`src/rtl/cla_pkg.sv`:
```
// Shared definitions for the byte-serial carry-lookahead add/subtract controller.
package cla_pkg;

    localparam int unsigned BYTE_W = 8;

    typedef enum logic {
        IDLE = 1'b0,
        RUN  = 1'b1
    } state_t;

    // One result beat as held in the output register
    typedef struct packed {
        logic              last;
        logic              cout;
        logic              ovf;
        logic [BYTE_W-1:0] data;
    } out_beat_t;

endpackage

```
`src/rtl/cla8.sv`:
```
// 8-bit carry-lookahead adder slice: generate/propagate with flattened two-level carries.
module cla8
    import cla_pkg::*;
(
    input  logic [BYTE_W-1:0] a,
    input  logic [BYTE_W-1:0] b,
    input  logic              cin,
    output logic [BYTE_W-1:0] sum,
    output logic              c7,
    output logic              cout
);

    logic [BYTE_W-1:0] g;
    logic [BYTE_W-1:0] p;
    logic [BYTE_W:0]   c;
    logic              prop;

    // Each carry is a sum of products over g[j] and the p-run above it, no ripple
    always_comb begin
        g    = a & b;
        p    = a | b;
        c    = '0;
        prop = 1'b0;
        c[0] = cin;
        for (int i = 0; i < int'(BYTE_W); i++) begin
            c[i+1] = g[i];
            prop   = p[i];
            for (int j = i - 1; j >= 0; j--) begin
                c[i+1] = c[i+1] | (g[j] & prop);
                prop   = prop & p[j];
            end
            c[i+1] = c[i+1] | (cin & prop);
        end
    end

    assign sum  = (a ^ b) ^ c[BYTE_W-1:0];
    assign c7   = c[BYTE_W-1];
    assign cout = c[BYTE_W];

endmodule

```
`src/rtl/cla_serial_controller.sv`:
```
// Byte-serial NBYTES-wide add/subtract built around one cla8 slice, LS byte first,
// with valid/ready on both the operand stream and the result stream.
module cla_serial_controller
    import cla_pkg::*;
#(
    parameter int unsigned NBYTES = 4
) (
    input  logic              clk,
    input  logic              rst_n,
    input  logic              in_valid,
    output logic              in_ready,
    input  logic [BYTE_W-1:0] a_byte,
    input  logic [BYTE_W-1:0] b_byte,
    input  logic              op_sub,
    output logic              out_valid,
    input  logic              out_ready,
    output logic [BYTE_W-1:0] out_byte,
    output logic              out_last,
    output logic              out_cout,
    output logic              out_ovf,
    output logic              busy
);

    localparam int unsigned     IDX_W    = (NBYTES > 1) ? $clog2(NBYTES) : 1;
    localparam logic [IDX_W-1:0] LAST_IDX = IDX_W'(NBYTES - 1);

    state_t            state;
    state_t            state_next;
    logic [IDX_W-1:0]  idx;
    logic [IDX_W-1:0]  idx_next;
    logic              carry;
    logic              carry_next;
    logic              sub;
    logic              sub_next;
    out_beat_t         beat;

    logic              accept;
    logic              is_last;
    logic              sub_eff;
    logic              cin;
    logic [BYTE_W-1:0] b_eff;
    logic [BYTE_W-1:0] sum;
    logic              c7;
    logic              cout;

    // Single-entry output register: refill allowed in the same cycle it drains
    assign in_ready = !out_valid || out_ready;
    assign accept   = in_valid && in_ready;
    assign is_last  = (idx == LAST_IDX);

    // Byte 0 takes its mode and carry-in straight from the stream; later bytes use the latched ones
    assign sub_eff = (state == IDLE) ? op_sub : sub;
    assign cin     = (state == IDLE) ? op_sub : carry;
    assign b_eff   = sub_eff ? ~b_byte : b_byte;

    cla8 u_cla8 (
        .a    (a_byte),
        .b    (b_eff),
        .cin  (cin),
        .sum  (sum),
        .c7   (c7),
        .cout (cout)
    );

    always_ff @(posedge clk) begin
        if (!rst_n) begin
            state <= IDLE;
        end else begin
            state <= state_next;
        end
    end

    always_comb begin
        state_next = state;
        idx_next   = idx;
        carry_next = carry;
        sub_next   = sub;
        case (state)
            IDLE: begin
                if (accept) begin
                    sub_next = op_sub;
                    if (is_last) begin
                        idx_next   = '0;
                        carry_next = 1'b0;
                    end else begin
                        state_next = RUN;
                        idx_next   = IDX_W'(1);
                        carry_next = cout;
                    end
                end
            end
            RUN: begin
                if (accept) begin
                    if (is_last) begin
                        state_next = IDLE;
                        idx_next   = '0;
                        carry_next = 1'b0;
                    end else begin
                        idx_next   = idx + IDX_W'(1);
                        carry_next = cout;
                    end
                end
            end
            default: begin
                state_next = IDLE;
                idx_next   = '0;
                carry_next = 1'b0;
            end
        endcase
    end

    // Sequence counters and the result register
    always_ff @(posedge clk) begin
        if (!rst_n) begin
            idx       <= '0;
            carry     <= 1'b0;
            sub       <= 1'b0;
            busy      <= 1'b0;
            out_valid <= 1'b0;
            beat      <= '0;
        end else begin
            idx   <= idx_next;
            carry <= carry_next;
            sub   <= sub_next;
            busy  <= (state_next == RUN);
            if (accept) begin
                out_valid <= 1'b1;
                beat      <= '{last: is_last,
                               cout: is_last & cout,
                               ovf:  is_last & (c7 ^ cout),
                               data: sum};
            end else if (out_ready) begin
                out_valid <= 1'b0;
                beat      <= '0;
            end
        end
    end

    assign out_byte = beat.data;
    assign out_last = beat.last;
    assign out_cout = beat.cout;
    assign out_ovf  = beat.ovf;

endmodule
```
`config.mk`:
```
export PLATFORM = sky130hd
export DESIGN_NAME = cla_serial_controller
export DESIGN_NICKNAME = d
export VERILOG_FILES = /design/src/rtl/cla_pkg.sv /design/src/rtl/cla8.sv /design/src/rtl/cla_serial_controller.sv
export SDC_FILE = /design/constraint.sdc
export NUM_CORES = 1
export LEC_CHECK = 0
export CAP_MARGIN = 15
export CORE_MARGIN = 1.5
export CORE_UTILIZATION = 48
export CTS_CLUSTER_DIAMETER = 100
export CTS_CLUSTER_SIZE = 25
export DETAILED_ROUTE_END_ITERATION = 16
export GPL_TIMING_DRIVEN = 0
export PLACE_DENSITY_LB_ADDON = 0.15
export SYNTH_ARGS = -nofsm -noshare
export SYNTH_HDL_FRONTEND = slang
export SYNTH_SLANG_ARGS = --single-unit
```
`constraint.sdc`:
```
create_clock -name clk -period 3.03 [get_ports clk]
set_input_delay 0.303 -clock clk [delete_from_list [all_inputs] [get_ports clk]]
set_output_delay 0.303 -clock clk [all_outputs]
set_load 0.005 [all_outputs]
```
==> results.txt <==
RD Place Congestion = 0.759
wire per inst = 12.7 um
number of fill cells in the layout = 234
Synth area leaders = dfxtp_1 (26%), ha_1 (16%), inv_1 (6.9%)
share of cells above drive strength 1 = 4.64%
1st-pass router iterations = 4
Pwr per Cell Area = 378 mW/mm2
Post-DRT Antenna Nets = 0
fin util = 68.5%
clk sinks = 17
Synth warnings = 0
Final Power = 652 uW
Setup CP Type = primary input to flop
drt drc = 0
Slew Viols, Final = 0
I/O pin cnt = 35
Final Cycle Share = 92.3%
row count = 18
via/cell ratio = 5.39
fmax = 358 MHz
Rel. slew slack = 64.0%
Layout Nets = 234
Setup Viol. Count Final = 0
die area = 0.00306 mm2
MaxCap Viol Count = 0
metal3 WL = 142 um
Hold Crit Class = flop to flop
VDD IR max = 0.261 mV
Mapped Area = 0.00131 mm2
synthesis-to-finish area growth = 31.4%
Static Leak = 0.000742 uW
GRT Resource Usage Total = 19.9%
clock tree root driver cell = clkbuf_4
vias in the first global route = 1,205
die width = 55.3 um
DRT met1 WL = 1200 um
Setup WS pre-CTS = -0.297 ns
Max Used Layer = met4
Final Hold Fails = 0
DRT iter0 DRCs = 17
Distinct cells, synth = 40
fin cells = 224
syn_nets = 195
htree depth = 1
core area = 0.00252 mm2
largest net degree at the start of global routing = 11
Synth Area per Inst = 8.42 um2
clock buffer count from CTS = 3
CTS tree = yes
worst path arrival time = 3.04 ns
Tightest Pin Transition = 0.534 ns
wire length on met2 = 1430 um
Max clock buf depth = 2
share of the synthesized area in the top cell type = 25.9%
sequential-to-total area share from yosys stat = 25.9%
Synth async-reset ratio = 0%
# diodes = 0
Worst Slack Setup Final = 0.233 ns
Clk Latency, worst-skew pair = 0.30 ns
gate count of the mapped netlist = 156
WL final = 2850 um
placed insts = 220
RSZ-0062 raised after global routing = no
# Post-CTS Setup Buffers = 0
CP Launch Type = primary input
initial antenna violation count = 0
first-pass GRT wire length = 4980 um
status = finished clean
Worst EP required = 3.27 ns
DP Wirelength = 2360 um
top_reg_cell synth = dfxtp_1
CP endpoint kind = flop
Synth Register Bits = 17
initial core utilization = 52.1%
Yosys top cell by area = dfxtp_1
port buffer count = 34
Tmin final = 2.80 ns
chip height = 55.3 um
Remaining Overflow, GRT = 0
Post-Route Skew = 0.00755 ns
Worst-path clk slew = 0.09 ns
Via Count = 1,207
CP Max Fanout = 8
Post-synth EDFFs = 0
flip-flops by register name, indices dropped and copies added, names as in the netlist, named ones only:
register and count:
carry 1, idx 2, out_byte 8, out_cout 1, out_last 1, out_ovf 1
out_valid 1, sub 1
placed cells by master (no fill, tap or decap), types with 3 or more instances in the layout:
cell,netlist,layout
nand3_1,6,6
clkbuf_1,2,3
inv_1,24,24
nand2b_1,3,3
nand2_1,11,11
nor2b_1,4,4
a21oi_1,9,9
ha_1,17,17
clkdlybuf4s50_1,0,34
o21ai_0,5,5
clkbuf_4,0,3
a21boi_0,5,5
dfxtp_1,17,17
xnor2_1,9,9
nor2_1,7,7
area by class of cell:
cell class	instances	area, um2	share of cell area (%)
plain buffers	3	18.8	1.09
multi-input cells	112	873	50.6
flip-flops and latches	17	340	19.7
well taps	30	37.5	2.17
clock buffers	4	26.3	1.52
inverters	24	90.1	5.22
repair buffers	34	340	19.7
what timing repair did:
action / in CTS / in global routing
endpoints found under the hold margin: 0 / 0
hold buffers: 0 / 0
endpoints found under the setup margin: 1 / 0
gates resized for setup: 1 / 0
synth_stat cells (all sizes together), types with 3 or more instances:
master,number
nand3,6
nand2b,3
mux2i,3
a21oi,9
inv,24
dfxtp,17
nand2,11
nor2b,4
xnor2,9
a21boi,5
o21ai,5
nor2,7
ha,17
critical path, cell delays in order:
cell and delay, ns:
clkdlybuf4s50_1 0.53, mux2i_4 0.45, xnor2_1 0.21, inv_1 0.08, ha_1 0.23, nand2b_1 0.16
a21oi_1 0.33, nor4_2 0.12, or4_1 0.53, nand3_1 0.09
logic make-up (layout without fill, tap and decap cells):
logic type	after synthesis	in the layout	share of synthesized area [%]
AND/OR/NAND/NOR	45	45	19.4
AO/OA/AOI/OAI	35	35	17.8
buffers and inverters	27	65	8.29
adder cells (fa/ha/maj)	18	18	17.7
flip-flops	17	17	25.9
XOR/XNOR	11	11	7.33
multiplexers	3	3	3.52
per-layer routing:
layer,vias to the layer above,track usage (%)
met4,0,10.5
met2,36,37.2
met5,-,0
met3,8,2.11
met1,555,21.6
li1,608,-
through the flow:
stage	cell area (um2)	hold slack, ns	setup TNS [ns]
final	1730	0.464	0
after global placement	1690	0.440	-0.653
after floorplan	1310	0.445	0
after detailed placement	1690	0.444	-1.35
after global routing	1730	0.495	0
after CTS	1730	0.466	0
report_power, final:
group          switching, uW  internal (uW)  total (uW)
sequential              12.1            243         255
clock                   73.9           51.3         125
combinational            132            139         271
total                    218            434         652
worst paths after layout:
kind                              from                   end  slack [ns]  cells past startpoint
hold / removal    out_ovf$_SDFFE_PN0P_  out_ovf$_SDFFE_PN0P_        0.46                      2
hold reg to reg   out_ovf$_SDFFE_PN0P_  out_ovf$_SDFFE_PN0P_        0.46                      2
setup / recovery                op_sub  out_ovf$_SDFFE_PN0P_        0.23                     10
setup reg to reg                  flop  out_ovf$_SDFFE_PN0P_        0.24                     10
No activity file was read; power rests on OpenSTA's default activity.
